<file path="src/rtl/corelet_pkg.sv">
// Shared definitions for the corelet controller: FSM state encoding and
// the bit positions of the 34-bit corelet instruction word.
package corelet_pkg;

  typedef enum logic [2:0] {
    S_IDLE  = 3'd0,
    S_KLOAD = 3'd1,
    S_KPUSH = 3'd2,
    S_XLOAD = 3'd3,
    S_EXEC  = 3'd4,
    S_DRAIN = 3'd5,
    S_FIN   = 3'd6
  } state_t;

  localparam int INST_W        = 34;
  localparam int INST_KLOAD    = 0;
  localparam int INST_EXEC     = 1;
  localparam int INST_L0_WR    = 2;
  localparam int INST_L0_RD    = 3;
  localparam int INST_OFIFO_RD = 6;
  localparam int INST_MODE     = 7;
  localparam int INST_ACC      = 33;

endpackage

</file>
<file path="src/rtl/corelet_ctrl_cnt.sv">
// Loadable up-counter with enable. tc is high while the count equals term,
// so a phase ends on the cycle where tc and the enabling event coincide.
module corelet_ctrl_cnt #(
  parameter int W = 8
) (
  input  logic         clk,
  input  logic         reset,
  input  logic         load,
  input  logic [W-1:0] load_val,
  input  logic         en,
  input  logic [W-1:0] term,
  output logic         tc
);

  logic [W-1:0] cnt_q, cnt_d;

  // Load has priority over counting so a phase change always restarts cleanly.
  always_comb begin
    cnt_d = cnt_q;
    if (load)    cnt_d = load_val;
    else if (en) cnt_d = cnt_q + W'(1);
  end

  // Count register.
  always_ff @(posedge clk) begin
    if (reset) cnt_q <= '0;
    else       cnt_q <= cnt_d;
  end

  assign tc = (cnt_q == term);

endmodule

</file>
<file path="src/rtl/corelet_ctrl.sv">
// Corelet sequencer: per kernel position it loads weights into L0, pushes
// them into the PE array, loads activations, executes, then drains the OFIFO
// into the SFP accumulator. inst and mem_addr are registered one cycle after
// the decision that produces them.
// Optional feature macro: CORELET_CTRL_OS_EN (output-stationary mode; when
// undefined the controller is weight-stationary only and os_req is ignored).
module corelet_ctrl
  import corelet_pkg::*;
#(
  parameter int row     = 8,
  parameter int col     = 8,
  parameter int addr_bw = 11,
  parameter int cnt_bw  = 8
) (
  input  logic               clk,
  input  logic               reset,
  input  logic               start,
  input  logic               os_req,
  input  logic [cnt_bw-1:0]  num_act,
  input  logic [cnt_bw-1:0]  num_kij,
  input  logic [addr_bw-1:0] w_base,
  input  logic [addr_bw-1:0] x_base,
  input  logic               l0_full,
  input  logic               ofifo_valid,
  output logic [INST_W-1:0]  inst,
  output logic [addr_bw-1:0] mem_addr,
  output logic               busy,
  output logic               done
);

  // Wide enough for num_act + row + col - 2 execute cycles.
  localparam int CYC_W = cnt_bw + 8;

  state_t             state_q, state_d;
  logic               mode_q, mode_d;
  logic [cnt_bw-1:0]  num_act_q, num_act_d;
  logic [cnt_bw-1:0]  num_kij_q, num_kij_d;
  // Running read pointers; kij blocks are contiguous so they simply keep counting.
  logic [addr_bw-1:0] w_ptr_q, w_ptr_d;
  logic [addr_bw-1:0] x_ptr_q, x_ptr_d;
  logic [INST_W-1:0]  inst_q, inst_d;
  logic [addr_bw-1:0] mem_addr_q, mem_addr_d;
  logic               done_q, done_d;

  logic              word_load, word_en, word_tc;
  logic [cnt_bw-1:0] word_term;
  logic              cyc_load, cyc_tc;
  logic [CYC_W-1:0]  cyc_term;
  logic              kij_load, kij_en, kij_tc;

  corelet_ctrl_cnt #(.W(cnt_bw)) u_word_cnt (
    .clk(clk), .reset(reset), .load(word_load), .load_val('0),
    .en(word_en), .term(word_term), .tc(word_tc)
  );

  corelet_ctrl_cnt #(.W(CYC_W)) u_cyc_cnt (
    .clk(clk), .reset(reset), .load(cyc_load), .load_val('0),
    .en(1'b1), .term(cyc_term), .tc(cyc_tc)
  );

  corelet_ctrl_cnt #(.W(cnt_bw)) u_kij_cnt (
    .clk(clk), .reset(reset), .load(kij_load), .load_val('0),
    .en(kij_en), .term(num_kij_q - cnt_bw'(1)), .tc(kij_tc)
  );

  // Next-state, counter control and next output word.
  always_comb begin
    state_d    = state_q;
    mode_d     = mode_q;
    num_act_d  = num_act_q;
    num_kij_d  = num_kij_q;
    w_ptr_d    = w_ptr_q;
    x_ptr_d    = x_ptr_q;
    mem_addr_d = mem_addr_q;
    inst_d     = '0;
    done_d     = 1'b0;
    word_load  = 1'b0;
    word_en    = 1'b0;
    word_term  = '0;
    cyc_load   = 1'b0;
    cyc_term   = '0;
    kij_load   = 1'b0;
    kij_en     = 1'b0;

    case (state_q)
      S_IDLE: begin
        if (start) begin
`ifdef CORELET_CTRL_OS_EN
          mode_d    = os_req;
`else
          // WS-only build: the request is tied off and folds to zero.
          mode_d    = os_req & 1'b0;
`endif
          num_act_d = (num_act == '0) ? cnt_bw'(1) : num_act;
          num_kij_d = (num_kij == '0) ? cnt_bw'(1) : num_kij;
          w_ptr_d   = w_base;
          x_ptr_d   = x_base;
          word_load = 1'b1;
          cyc_load  = 1'b1;
          kij_load  = 1'b1;
          state_d   = S_KLOAD;
        end
      end
      S_KLOAD: begin
        word_term = cnt_bw'(col - 1);
        if (!l0_full) begin
          inst_d[INST_L0_WR] = 1'b1;
          mem_addr_d = w_ptr_q;
          w_ptr_d    = w_ptr_q + addr_bw'(1);
          word_en    = 1'b1;
          if (word_tc) begin
            word_load = 1'b1;
            cyc_load  = 1'b1;
            state_d   = S_KPUSH;
          end
        end
      end
      S_KPUSH: begin
        inst_d[INST_L0_RD] = 1'b1;
        inst_d[INST_KLOAD] = 1'b1;
        cyc_term = CYC_W'(row + col - 2);
        if (cyc_tc) begin
          word_load = 1'b1;
          state_d   = S_XLOAD;
        end
      end
      S_XLOAD: begin
        word_term = num_act_q - cnt_bw'(1);
        if (!l0_full) begin
          inst_d[INST_L0_WR] = 1'b1;
          mem_addr_d = x_ptr_q;
          x_ptr_d    = x_ptr_q + addr_bw'(1);
          word_en    = 1'b1;
          if (word_tc) begin
            cyc_load = 1'b1;
            state_d  = S_EXEC;
          end
        end
      end
      S_EXEC: begin
        inst_d[INST_L0_RD] = 1'b1;
        inst_d[INST_EXEC]  = 1'b1;
        cyc_term = CYC_W'(num_act_q) + CYC_W'(row + col - 2) - CYC_W'(1);
        if (cyc_tc) begin
          word_load = 1'b1;
          state_d   = S_DRAIN;
`ifdef CORELET_CTRL_OS_EN
          // OS keeps partial sums in the array until the last kernel position.
          if (mode_q && !kij_tc) begin
            kij_en  = 1'b1;
            state_d = S_KLOAD;
          end
`endif
        end
      end
      S_DRAIN: begin
        // word_tc here means every row has been read; the final read's
        // accumulate pulse is generated on this same decision cycle.
        word_term = num_act_q;
        if (word_tc) begin
          word_load = 1'b1;
          if (kij_tc) begin
            state_d = S_FIN;
          end else begin
            kij_en  = 1'b1;
            state_d = S_KLOAD;
          end
        end else if (ofifo_valid) begin
          inst_d[INST_OFIFO_RD] = 1'b1;
          word_en = 1'b1;
        end
      end
      S_FIN: begin
        done_d  = 1'b1;
        state_d = S_IDLE;
      end
      default: state_d = S_IDLE;
    endcase

    // SFP accumulates the OFIFO word one cycle after it was popped.
    inst_d[INST_ACC]  = inst_q[INST_OFIFO_RD];
    inst_d[INST_MODE] = (state_d != S_IDLE) && mode_d;
  end

  // State and registered outputs.
  always_ff @(posedge clk) begin
    if (reset) begin
      state_q    <= S_IDLE;
      mode_q     <= 1'b0;
      num_act_q  <= '0;
      num_kij_q  <= '0;
      w_ptr_q    <= '0;
      x_ptr_q    <= '0;
      inst_q     <= '0;
      mem_addr_q <= '0;
      done_q     <= 1'b0;
    end else begin
      state_q    <= state_d;
      mode_q     <= mode_d;
      num_act_q  <= num_act_d;
      num_kij_q  <= num_kij_d;
      w_ptr_q    <= w_ptr_d;
      x_ptr_q    <= x_ptr_d;
      inst_q     <= inst_d;
      mem_addr_q <= mem_addr_d;
      done_q     <= done_d;
    end
  end

  assign inst     = inst_q;
  assign mem_addr = mem_addr_q;
  assign busy     = (state_q != S_IDLE);
  assign done     = done_q;

endmodule

</file>
<file path="config.mk">
export PLATFORM = sky130hd
export DESIGN_NAME = corelet_ctrl
export DESIGN_NICKNAME = d
export VERILOG_FILES = /design/src/rtl/corelet_pkg.sv /design/src/rtl/corelet_ctrl_cnt.sv /design/src/rtl/corelet_ctrl.sv
export SDC_FILE = /design/constraint.sdc
export NUM_CORES = 1
export LEC_CHECK = 0
export ABC_AREA = 1
export CAP_MARGIN = 10
export CORE_ASPECT_RATIO = 0.6
export CORE_MARGIN = 4
export CORE_UTILIZATION = 40
export CTS_CLUSTER_SIZE = 28
export DETAILED_ROUTE_END_ITERATION = 6
export PLACE_DENSITY_LB_ADDON = 0.25
export SYNTH_ARGS = -nofsm -noshare
export SYNTH_HDL_FRONTEND = slang
export SYNTH_SLANG_ARGS = --single-unit
</file>
<file path="constraint.sdc">
create_clock -name clk -period 2.4 [get_ports clk]
set_input_delay 0.48 -clock clk [delete_from_list [all_inputs] [get_ports clk]]
set_output_delay 0.48 -clock clk [all_outputs]
set_load 0.02 [all_outputs]
</file>
==> results.toml <==
[run_status]
status = "complete, no violations"

[clocking]
ctsHoldBuffers = 0
clock_latency_ns = 0.35
cts_buffers = 9
tritoncts = "built"
cts_sinks = 93
ctsRootBufferMaster = "sky130_fd_sc_hd__clkbuf_16"
clk_pin_slew_worst_paths_ns = 0.07
clock_tree.htree_level_count = 3
number_of_buffers_on_the_longest_clock_path = 2

[detailed_routing]
drt.antenna.violating_nets = 0
drt_pass1_iterations = 5
routed-via-count = 5479
remaining_drc_errors = 0
first_drt_iteration_drcs = 463
route.detailed.wl_per_inst_um = 13.5
vias_per_cell = 4.95
totalWireLength_um = 15000

[worst_setup_path]
worst_r2r_endpoint = "u_cyc_cnt.cnt_q[6]$_SDFF_PP0_"
path_cells = "inv_1 -> ha_2 -> nand2_1 -> nand2_1 -> nand2_1 -> nand2_1 -> nand2_1 -> nor2_1 -> nand3_1 -> nor2_4 -> nand3_4 -> buf_4 -> o21ai_4 -> buf_12 -> nor3_1"
critical_path.reg2reg.startpoint = "num_act_q[1]$_SDFFE_PP0P_"
cp_slowest_cell = "sky130_fd_sc_hd__dfxtp_1"
worstPathArrival_ns = 2.49
critPathMaxStageDelay_ns = 0.34
r2r_cells = 15
timing.critical_path.fanout_max = 16
timing.setup.critical_path_class = "reg2reg"
critPathLaunchType = "register"
cp.required_ns = 2.62
reg2reg_setup_slack_ns = 0.13
path_common_cell = "sky130_fd_sc_hd__nand2_1"
cp-end-kind = "register"
worstPathBufferInverterCount = 3
worst_path_dominant_cell_family = "simple AND/OR/NAND/NOR gates"

[sta]
number_of_failing_hold_endpoints_at_the_final_stage = 0
timing.final.max_slew_violations = 0
fin_crit_ns = 2.27
hold_slack_ns = 0.456
fin_worst_skew_ns = 0.0131
setup_violations = 0
timing.fmax_mhz = 441
final.period_utilization_pct = 94.6

[global_route]
antenna_found_initial = 0
wire_length_of_the_first_global_routing_pass_um = 24200
total_gr_overflow = 0
grtUsageTotal_pct = 18.3
grt_max_degree = 36
first_global_vias = 4776

[hold_path]
hp-start = "inst[6]$_SDFF_PP0_"
holdPathEnd = "inst[33]$_SDFF_PP0_"
holdCritPathClass = "reg2reg"
hold_crit_depth = 2

[synthesis]
yosysWarningCount = 0
post_synth_inst_count = 836
primary_ff_master_synth = "sky130_fd_sc_hd__dfxtp_1"
synth_async_sr_flop_share_pct = 0
synth_enable_flop_cells = 0
yosys.cell_types.count = 48
synth_sequential_area_ratio_pct = 33.1
netlist_area_um2 = 5630
synth_area_per_cell_um2 = 6.73
synth-seq-cells = 93

[final_layout]
design_area_um2 = 6820
layout.filler_cells = 1420
drive_gt1_share_pct = 9.51
final-seq-area_um2 = 1860
diodes_inserted = 0
fin_util_pct = 49.7
multi_input_area_um2 = 3110
area_growth_synth_to_finish_pct = 21.2
design.final.nets = 962

[job]
drv_cap = 0

[floorplanning]
std_cell_rows = 33
floorplan.die.height_um = 99.9
die_width_um = 161
boundaryPins = 91
die-area_um2 = 16100
design.core.area_um2 = 13700
initial_core_utilization_pct = 41.0

[power_and_ir_drop]
leakage_nw = 2.81
cellPowerDensity_nw_per_um2 = 655
peakVddDrop_uv = 354

[place]
portBuffers = 62
placed_cell_area_um2 = 6440
finalWeightedCongestion = 0.894
post-dp-hpwl_um = 11200
worst reg2reg max path, stage by stage (launching register included):
cell	delay, ns
sky130_fd_sc_hd__dfxtp_1	0.34
sky130_fd_sc_hd__inv_1	0.06
sky130_fd_sc_hd__ha_2	0.33
sky130_fd_sc_hd__nand2_1	0.05
sky130_fd_sc_hd__nand2_1	0.09
sky130_fd_sc_hd__nand2_1	0.06
sky130_fd_sc_hd__nand2_1	0.06
sky130_fd_sc_hd__nand2_1	0.05
sky130_fd_sc_hd__nor2_1	0.12
sky130_fd_sc_hd__nand3_1	0.14
sky130_fd_sc_hd__nor2_4	0.13
sky130_fd_sc_hd__nand3_4	0.17
sky130_fd_sc_hd__buf_4	0.19
sky130_fd_sc_hd__o21ai_4	0.14
sky130_fd_sc_hd__buf_12	0.16
sky130_fd_sc_hd__nor3_1	0.05
flip-flops by register name, summed over array words and instances (netlist names):
name              flops
done                  1
inst                  7
mem_addr             11
mode_q                1
num_act_q             8
num_kij_q             8
state_q               3
u_cyc_cnt.cnt_q      16
u_kij_cnt.cnt_q       8
u_word_cnt.cnt_q      8
w_ptr_q              11
x_ptr_q              11
cells by family (layout without fill, tap and decap cells):
family | after synthesis | count (layout) | synth area share, %
buffers and inverters | 169 | 222 | 13.9
xor gates and xnor gates | 19 | 19 | 2.96
other | 1 | 27 | 0.0667
DFF | 93 | 93 | 33.1
and+or+nand+nor | 391 | 391 | 32.3
adders and majority gates | 8 | 8 | 1.78
AOI/OAI and AO/OA | 155 | 155 | 15.9
routing by layer:
metal	vias to the layer above	part of all wire [%]	GRT usage, %
met1	2479	55	29.3
met2	137	39	25.3
met3	9	5.4	3.24
li1	2854	-	-
met5	-	0	0
met4	0	0.73	3.93
where the power goes:
group,internal (W),switching [W],total [W]
Clock,0.000919,0.000630,0.00155
Combinational,0.000430,0.000696,0.00113
Sequential,0.00167,0.000128,0.00180
stage by stage:
| stage | cells | TNS [ns] | worst slack [ns] | total power [W] |
|---|---|---|---|---|
| after floorplan | 862 | 0 | 0.360 | 0.00258 |
| after global placement | 1088 | 0 | 0.147 | 0.00291 |
| after detailed placement | 1088 | 0 | 0.113 | 0.00291 |
| after CTS | 1104 | 0 | 0.0741 | 0.00447 |
| after global routing | 1107 | -0.0261 | -0.0261 | 0.00472 |
| final | 1107 | 0 | 0.131 | 0.00447 |
Yosys cell counts (all sizes together), types with 2 or more instances:
cell | count | share of area [%]
clkbuf | 17 | 1.1
o211ai | 5 | 0.67
a21oi | 61 | 5.4
a31oi | 8 | 0.89
nand3 | 74 | 7.1
o21a | 3 | 0.40
or2 | 5 | 0.56
nand3b | 2 | 0.27
a211oi | 9 | 1.2
dfxtp | 93 | 33
xor2 | 15 | 2.3
o21ai | 54 | 5.1
nor3b | 7 | 0.93
nor4 | 6 | 0.67
nand4 | 23 | 2.8
buf | 36 | 4.9
nand2 | 181 | 13
a311oi | 8 | 1.2
ha | 8 | 1.8
nor3 | 13 | 1.4
xnor2 | 4 | 0.62
inv | 115 | 7.7
nor2 | 79 | 6.0
how the worst max path moves through the flow:
stage                                         start                         endpoint  slack, ns  cells after the start
final                     num_act_q[1]$_SDFFE_PP0P_    u_cyc_cnt.cnt_q[6]$_SDFF_PP0_       0.13                     15
after CTS                     state_q[1]$_SDFF_PP0_  u_kij_cnt.cnt_q[5]$_SDFFE_PP0P_       0.07                     11
after global placement        state_q[1]$_SDFF_PP0_  u_kij_cnt.cnt_q[5]$_SDFFE_PP0P_       0.15                     11
after detailed placement      state_q[1]$_SDFF_PP0_  u_kij_cnt.cnt_q[5]$_SDFFE_PP0P_       0.11                     11
after global routing      num_act_q[1]$_SDFFE_PP0P_               inst[7]$_SDFF_PP0_      -0.03                     17
after floorplan           num_act_q[0]$_SDFFE_PP0P_               inst[7]$_SDFF_PP0_       0.36                     16
area by class of cell:
class	count	share of cell area, %
inverters	116	6.44
clock inverters	7	1.41
multi-input cells	600	45.6
clock buffers	9	3.30
flip-flops and latches	93	27.3
well taps	192	3.52
repair buffers	90	12.4
placed cells by master, fill, tap and decap left out, types with 2 or more instances in the layout:
| cell type | n |
|---|---|
| sky130_fd_sc_hd__a211oi_1 | 9 |
| sky130_fd_sc_hd__a21oi_1 | 61 |
| sky130_fd_sc_hd__a311oi_1 | 8 |
| sky130_fd_sc_hd__a31oi_1 | 8 |
| sky130_fd_sc_hd__buf_4 | 27 |
| sky130_fd_sc_hd__bufinv_16 | 2 |
| sky130_fd_sc_hd__clkbuf_16 | 9 |
| sky130_fd_sc_hd__clkdlybuf4s50_1 | 62 |
| sky130_fd_sc_hd__clkinv_2 | 3 |
| sky130_fd_sc_hd__conb_1 | 27 |
| sky130_fd_sc_hd__dfxtp_1 | 91 |
| sky130_fd_sc_hd__dfxtp_2 | 2 |
| sky130_fd_sc_hd__ha_1 | 7 |
| sky130_fd_sc_hd__inv_1 | 109 |
| sky130_fd_sc_hd__inv_2 | 5 |
| sky130_fd_sc_hd__inv_6 | 2 |
| sky130_fd_sc_hd__nand2_1 | 171 |
| sky130_fd_sc_hd__nand2_2 | 9 |
| sky130_fd_sc_hd__nand3_1 | 70 |
| sky130_fd_sc_hd__nand3_2 | 2 |
| sky130_fd_sc_hd__nand3_4 | 2 |
| sky130_fd_sc_hd__nand3b_1 | 2 |
| sky130_fd_sc_hd__nand4_1 | 21 |
| sky130_fd_sc_hd__nor2_1 | 71 |
| sky130_fd_sc_hd__nor2_2 | 2 |
| sky130_fd_sc_hd__nor2_4 | 6 |
| sky130_fd_sc_hd__nor3_1 | 12 |
| sky130_fd_sc_hd__nor3b_1 | 7 |
| sky130_fd_sc_hd__nor4_1 | 6 |
| sky130_fd_sc_hd__o211ai_1 | 5 |
| sky130_fd_sc_hd__o21a_1 | 3 |
| sky130_fd_sc_hd__o21ai_0 | 51 |
| sky130_fd_sc_hd__or2_2 | 5 |
| sky130_fd_sc_hd__xnor2_1 | 4 |
| sky130_fd_sc_hd__xor2_1 | 15 |
timing repair:
item                       CTS  global route
buffers inserted             0             3
setup endpoints to repair    0            26
resized for setup            0             9
Power figures use the tool's default switching activity.
